**src/rtl/delay_measure_ctrl.sv**
```systemverilog
// Delay-line measurement sequencer: fires PULSE_WIDTH-cycle shots, times each echo,
// and reports the truncated average over 2^NUM_AVG_LOG2 shots (or a timeout error).
module delay_measure_ctrl #(
  parameter int unsigned PULSE_WIDTH  = 4,
  parameter int unsigned MAX_WAIT     = 1024,
  parameter int unsigned NUM_AVG_LOG2 = 3,
  parameter int unsigned GAP          = 32,
  localparam int unsigned CNT_W       = $clog2(MAX_WAIT),
  localparam int unsigned ACC_W       = CNT_W + NUM_AVG_LOG2
) (
  input  logic             clk,
  input  logic             n_reset,
  input  logic             start,
  input  logic             edge_in,
  output logic             tx_out,
  output logic             busy,
  output logic             done,
  output logic [CNT_W-1:0] result,
  output logic             timeout_err
);

  localparam int unsigned SHOT_W    = (NUM_AVG_LOG2 > 0) ? NUM_AVG_LOG2 : 1;
  localparam int unsigned NUM_SHOTS = 1 << NUM_AVG_LOG2;
  localparam int unsigned GAP_W     = $clog2(GAP + 1);

  typedef enum logic [2:0] {
    S_IDLE,
    S_FIRE,
    S_LISTEN,
    S_GAP,
    S_FINISH
  } state_e;

  state_e             state_q;
  logic [CNT_W-1:0]   t_q;
  logic [GAP_W-1:0]   gap_q;
  logic [SHOT_W-1:0]  shot_q;
  logic [ACC_W-1:0]   acc_q;
  logic [ACC_W-1:0]   acc_d;
  logic               last_shot;
  logic               tx_q;
  logic               busy_q;
  logic               done_q;
  logic [CNT_W-1:0]   result_q;
  logic               timeout_err_q;

  // Running sum including the sample that would be taken this cycle
  assign acc_d     = acc_q + ACC_W'(t_q);
  assign last_shot = (shot_q == SHOT_W'(NUM_SHOTS - 1));

  always_ff @(posedge clk) begin
    if (!n_reset) begin
      state_q       <= S_IDLE;
      t_q           <= '0;
      gap_q         <= '0;
      shot_q        <= '0;
      acc_q         <= '0;
      tx_q          <= 1'b0;
      busy_q        <= 1'b0;
      done_q        <= 1'b0;
      result_q      <= '0;
      timeout_err_q <= 1'b0;
    end else begin
      done_q <= 1'b0;
      case (state_q)
        S_IDLE: begin
          if (start) begin
            state_q <= S_FIRE;
            t_q     <= '0;
            shot_q  <= '0;
            acc_q   <= '0;
            tx_q    <= 1'b1;
            busy_q  <= 1'b1;
          end
        end

        S_FIRE: begin
          t_q <= t_q + CNT_W'(1);
          if (t_q == CNT_W'(PULSE_WIDTH - 1)) begin
            state_q <= S_LISTEN;
            tx_q    <= 1'b0;
          end
        end

        // An echo in the final listen cycle takes priority over the timeout
        S_LISTEN: begin
          if (edge_in) begin
            acc_q <= acc_d;
            if (last_shot) begin
              state_q       <= S_FINISH;
              done_q        <= 1'b1;
              result_q      <= CNT_W'(acc_d >> NUM_AVG_LOG2);
              timeout_err_q <= 1'b0;
            end else begin
              state_q <= S_GAP;
              gap_q   <= '0;
              shot_q  <= shot_q + SHOT_W'(1);
            end
          end else if (t_q == CNT_W'(MAX_WAIT - 1)) begin
            state_q       <= S_FINISH;
            done_q        <= 1'b1;
            result_q      <= '0;
            timeout_err_q <= 1'b1;
          end else begin
            t_q <= t_q + CNT_W'(1);
          end
        end

        S_GAP: begin
          if (gap_q == GAP_W'(GAP - 1)) begin
            state_q <= S_FIRE;
            t_q     <= '0;
            tx_q    <= 1'b1;
          end else begin
            gap_q <= gap_q + GAP_W'(1);
          end
        end

        S_FINISH: begin
          state_q <= S_IDLE;
          busy_q  <= 1'b0;
        end

        default: begin
          state_q <= S_IDLE;
          tx_q    <= 1'b0;
          busy_q  <= 1'b0;
        end
      endcase
    end
  end

  assign tx_out      = tx_q;
  assign busy        = busy_q;
  assign done        = done_q;
  assign result      = result_q;
  assign timeout_err = timeout_err_q;

endmodule

```
**config.mk**
```make
export PLATFORM = sky130hd
export DESIGN_NAME = delay_measure_ctrl
export DESIGN_NICKNAME = d
export VERILOG_FILES = /design/src/rtl/delay_measure_ctrl.sv
export SDC_FILE = /design/constraint.sdc
export NUM_CORES = 1
export LEC_CHECK = 0
export BUFFER_PORTS_ARGS = -buffer_cell sky130_fd_sc_hd__buf_2
export CAP_MARGIN = 10
export CORE_ASPECT_RATIO = 0.8
export CORE_MARGIN = 10
export CORE_UTILIZATION = 40
export DETAILED_ROUTE_END_ITERATION = 7
export GPL_TIMING_DRIVEN = 0
export PLACE_DENSITY = 0.59
export SLEW_MARGIN = 20
export SYNTH_ARGS = -nofsm -noshare
export SYNTH_HDL_FRONTEND = slang
export SYNTH_SLANG_ARGS = --single-unit
```
**constraint.sdc**
```tcl
create_clock -name clk -period 2.7 [get_ports clk]
set_input_delay 0 -clock clk [delete_from_list [all_inputs] [get_ports clk]]
set_output_delay 0 -clock clk [all_outputs]
set_load 0.005 [all_outputs]
```
# Word-level counts from Yosys, hierarchy flattened
# Cells that the tools add are included.
# W data, S select, Z words.
# word_totals
input_bits	4
reg_bits	49
out_inout_bits	14
word_cells	87
# classes
n_reduce_logical	16
bitwise	2
eq_ne	18
add_sub_neg	4
muxes	37
# op_table
cell	n
$mux W10	7
$pmux W10 S4	1
$mux W3	9
$mux W13	2
$pmux W13 S2	1
$mux W6	3
$ne A2 B2 Y1 const B	8
$reduce_and A4 Y1	4
$add A13 B10 Y13	1
$pmux W3 S4	1
$pmux W6 S2	1
$add A10 B1 Y10 const B	1
$eq A10 B10 Y1 const B	1
$eq A10 B2 Y1 const B	1
$mux W1	9
$add A6 B1 Y6 const B	1
$eq A3 B2 Y1 const B	2
$eq A3 B3 Y1 const B	2
$eq A6 B5 Y1 const B	1
$pmux W3 S2	1
$reduce_and A3 Y1	2
$reduce_bool A2 Y1	3
$reduce_and A5 Y1	1
$pmux W1 S4	1
11 further kinds	13

# Logic depth before layout (Yosys ltp)
# logic_depth
word_depth	4
mapped_depth	9
mapped_depth_nobuf	9

# Worst setup path before layout
# Ideal clock, no wire load.
# synth_timing
kind	register to register
from	reg t_q[0]
to	reg result_q[7] (netlist: result[7])
setup_time_ns	0.117
period_less_slack_ns	2.087
setup_slack_ns	0.613
stages_incl_launch_ff	10
t_arrival_ns	1.970
t_required_ns	2.583
n_path_buf	0
cell_sequence	dfxtp_1 ha_1 inv_1 fa_1 nand2b_1 a21oi_1 o31ai_1 and2_1 xnor2_1 a22o_1
# synth_via
elab_chain_cells	3
word_cells_on_any_way	6
cone_classes	add/sub (1); eq/ne (1); mux (2); reduce/logical (2)
# synth_rtl
element	line	source
from (decl)	35	logic [CNT_W-1:0] t_q;
from (signal assigned)	78	t_q <= t_q + CNT_W'(1);
from (signal assigned)	105	t_q <= t_q + CNT_W'(1);
$add A13 B10 Y13 or $eq A10 B10 Y1 (tied branches)	48, 99	
$mux W10 or $reduce_bool A2 Y1 (tied branches)	--	
$mux W10 or $reduce_and A3 Y1 (tied branches)	--	
to (signal assigned)	92	result_q <= CNT_W'(acc_d >> NUM_AVG_LOG2);
to (decl)	44	logic [CNT_W-1:0] result_q;
# Several ways; a longest one is shown, not always the timed one. The select of a mux whose other input is x is not followed.
# A chain may end at the register's enable or synchronous reset.

# Final worst setup path
# layout_timing
from	reg t_q[0]
to	reg acc_q[12]
# layout_via
elab_chain_cells	3
# layout_rtl
element	line	source
$add A13 B10 Y13	48	assign acc_d = acc_q + ACC_W'(t_q);
$mux W13	87	if (edge_in) begin
$pmux W13 S2	65	case (state_q)
to (signal assigned)	57	acc_q <= '0;
to (signal assigned)	71	acc_q <= '0;
to (signal assigned)	88	acc_q <= acc_d;
to (decl)	38	logic [ACC_W-1:0] acc_q;
# No other way between the ends. The select of a mux whose other input is x is not followed.

==> summary.txt <==
Status
  • Status: completed

Clock network
  • CTS H-Tree Depth: 2
  • Post CTS Setup Buffer Count: 0
  • Hold-fix buffers, CTS: 0
  • Worst-skew pair later-pin latency: 300 ps
  • Clock Path Buffers: 2
  • CTS Buf Count: 5
  • Clock transition at the registers of the reported paths: 100 ps
  • CTS sink cnt: 49
  • Root Buffer: clkbuf_8
  • CTS tree: yes
  • CTS resizes: 0

Setup path
  • Worst Setup Path Type: reg -> reg
  • CP Capture Type: flop
  • Worst Path Arrival: 2700 ps
  • FF-to-FF End: acc_q[12]$_SDFFE_PN0P_
  • R2R Setup Slk: 250 ps
  • WP data required: 2950 ps
  • Worst r2r path cells: 9
  • Setup crit end: acc_q[12]$_SDFFE_PN0P_
  • Critical Path Source: t_q[0]$_SDFFE_PN0P_
  • Crit path launch type: flop
  • RR Startpoint: t_q[0]$_SDFFE_PN0P_
  • CP max FO: 5

Logic synthesis
  • Synthesized area per cell: 8.55 um^2
  • Main flop type after synthesis: dfxtp_1
  • Cell with the most instances after synthesis: dfxtp_1
  • Synth top cells by count: dfxtp_1, nand2_1, a21oi_1
  • Post-Syn Area: 2620 um^2
  • Mapped Cells: 306
  • Asr flop ratio synth: 0%
  • Register bit count reported by yosys: 49
  • Yosys top cell area share: 37.5%
  • Sequential cell area fraction in the yosys report: 37.5%
  • Post-synth EDFFs: 0
  • Syn nets: 325
  • Yosys warnings: 0
  • Area leader, netlist: dfxtp_1
  • Synth area leaders: dfxtp_1, ha_1, a22o_1
  • Synth unique cells: 48

STA
  • Minimum clock period: 2450 ps
  • Final slew viol count: 0
  • Rel. slew slack: 47.2%
  • RSZ-0062 raised after global routing: no
  • Total negative slack: 0 ps
  • Fin Clk Skew: 7.34 ps
  • Hold Vio Cnt, Final: 0
  • Slew @ Worst Pin: 786 ps
  • Tcrit/Tclk final: 90.7%
  • Max Fclk: 408 MHz
  • Final setup violating endpoints: 0

Job
  • Max_cap viols: 0

Pwr
  • Static leakage: 1.17 nW
  • Maximum VDD drop: 0.000214 V
  • P per Cell Area: 490 nW/um^2

Global routing
  • Largest net degree at the start of global routing: 16
  • All-layer global routing usage: 11.7%
  • First-pass GRT wire length: 10.2 mm
  • Vias in the first global route: 2082
  • Grt total ovfl: 0
  • Initial antenna violation count: 0

Drt
  • Detailed-route vias per instance: 5.34
  • Metal2 WL: 2.57 mm
  • Post-Route M1 WL: 3.16 mm
  • Routed via count: 2216
  • Total routed wirelength: 5.94 mm
  • Drt wl/cell: 14.3 um
  • DR WL met3: 176 um
  • Routed Antenna Nets: 0
  • Violation count after the first detailed-routing iteration: 132
  • First drt pass iteration count: 4
  • DRC Markers: 0
  • Top layer used by detailed routing: met4

Floorplanning
  • Initial Util: 41.1%
  • Die H: 92.4 um
  • CORE AREA: 6380 um^2
  • IO Pins: 18
  • Row count: 26
  • Die area: 10200 um^2
  • Die Wd: 110 um

Worst hold path
  • Min-delay worst type: in -> reg

Final layout
  • Util after Layout: 45.9%
  • Area Growth Syn to Fin: 11.9%
  • Nets: 349
  • Fill count: 649
  • Share of cells above drive strength 1: 11.8%
  • Final antenna diode count: 0

Place
  • Post-DP HPWL: 4.48 mm
  • Port bufs: 17
  • Gpl congestion: 0.842
layout by cell type, fill, tap and decap left out, types with 3 or more instances in the layout:
master	instances
a21boi_0	4
a21oi_1	20
a22o_1	16
a22oi_1	3
and2_1	6
and3_1	7
buf_2	19
clkbuf_1	8
clkbuf_8	6
dfxtp_1	49
ha_1	14
inv_1	10
nand2_1	34
nand2b_1	7
nand3_1	7
nand4_1	3
nor2_1	15
nor2b_1	8
nor3_1	7
nor4_1	5
o21a_1	5
o21ai_0	18
o21ai_1	5
o31ai_1	5
or2_2	3
or3_1	5
xnor2_1	7
xor2_1	6
registers in the layout (all words and copies together) (netlist names):
signal and flops:
acc_q 13, busy 1, shot_q 3, t_q 10, timeout_err 1, done 1, gap_q 6, result 10
state_q 3, tx_out 1
per-stage QoR:
| step | area, um^2 | hold WS, ps | power [mW] | std cells | setup slack, ps |
|---|---|---|---|---|---|
| 2_1_floorplan | 2620 | 179 | 0.856 | 306 | 613 |
| 3_3_place_gp | 2810 | 361 | 0.896 | 407 | 322 |
| 3_5_place_dp | 2810 | 367 | 0.895 | 407 | 309 |
| 4_1_cts | 2930 | 36.0 | 1.45 | 415 | 271 |
| 5_1_grt | 2930 | 64.2 | 1.50 | 415 | 72.7 |
| 6_report | 2930 | 44.0 | 1.44 | 415 | 252 |
cells by family (layout without fill, tap and decap cells):
kind of cell	count (synthesis)	after routing	share of synthesized area, %
AO/OA/AOI/OAI	92	92	24.1
XOR/XNOR	13	13	4.35
adder cells (fa/ha/maj)	15	15	7.46
buffers and inverters	21	46	3.39
flip-flops	49	49	37.5
multiplexers	1	1	0.382
AND/OR/NAND/NOR	115	115	22.8
cell type report:
| cell class | count | area (um^2) | share of cell area [%] |
|---|---|---|---|
| Sequential cell | 49 | 981 | 33.5 |
| Clock buffer | 6 | 82.6 | 2.82 |
| Clock inverter | 2 | 37.5 | 1.28 |
| Tap cell | 84 | 105 | 3.59 |
| Inverter | 10 | 37.5 | 1.28 |
| Buffer | 11 | 51.3 | 1.75 |
| Timing Repair Buffer | 17 | 85.1 | 2.91 |
| Multi-Input combinational cell | 236 | 1550 | 52.9 |
per-layer routing:
| layer | vias up | track usage (%) |
|---|---|---|
| met5 | - | 0 |
| met4 | 0 | 2.60 |
| met3 | 4 | 2.51 |
| met2 | 26 | 18.0 |
| met1 | 1036 | 16.3 |
| li1 | 1150 | - |
power by group:
part / leakage (nW) / total, mW / internal, mW / switching (mW)
Combinational: 0.713 / 0.140 / 0.0493 / 0.0903
Clock: 0.0574 / 0.556 / 0.302 / 0.255
Sequential: 0.396 / 0.740 / 0.732 / 0.00749
Total: 1.17 / 1.44 / 1.08 / 0.353
critical path: stages (launching register included):
cell and delay (ps):
dfxtp_1 440, ha_1 230, inv_1 60, fa_1 370, nand2b_1 200, a21oi_1 320, o31ai_1 160, and2_1 220
nor4_1 240, o21a_1 150
how the worst min path moves through the flow:
stage,startpoint,to,depth (start not counted)
2_1_floorplan,n_reset,busy$_SDFFE_PN0P_,2
3_3_place_gp,n_reset,busy$_SDFFE_PN0P_,3
3_5_place_dp,n_reset,busy$_SDFFE_PN0P_,3
4_1_cts,n_reset,busy$_SDFFE_PN0P_,3
5_1_grt,n_reset,busy$_SDFFE_PN0P_,3
6_report,n_reset,busy$_SDFFE_PN0P_,3
No activity file was read; power rests on OpenSTA's default activity.
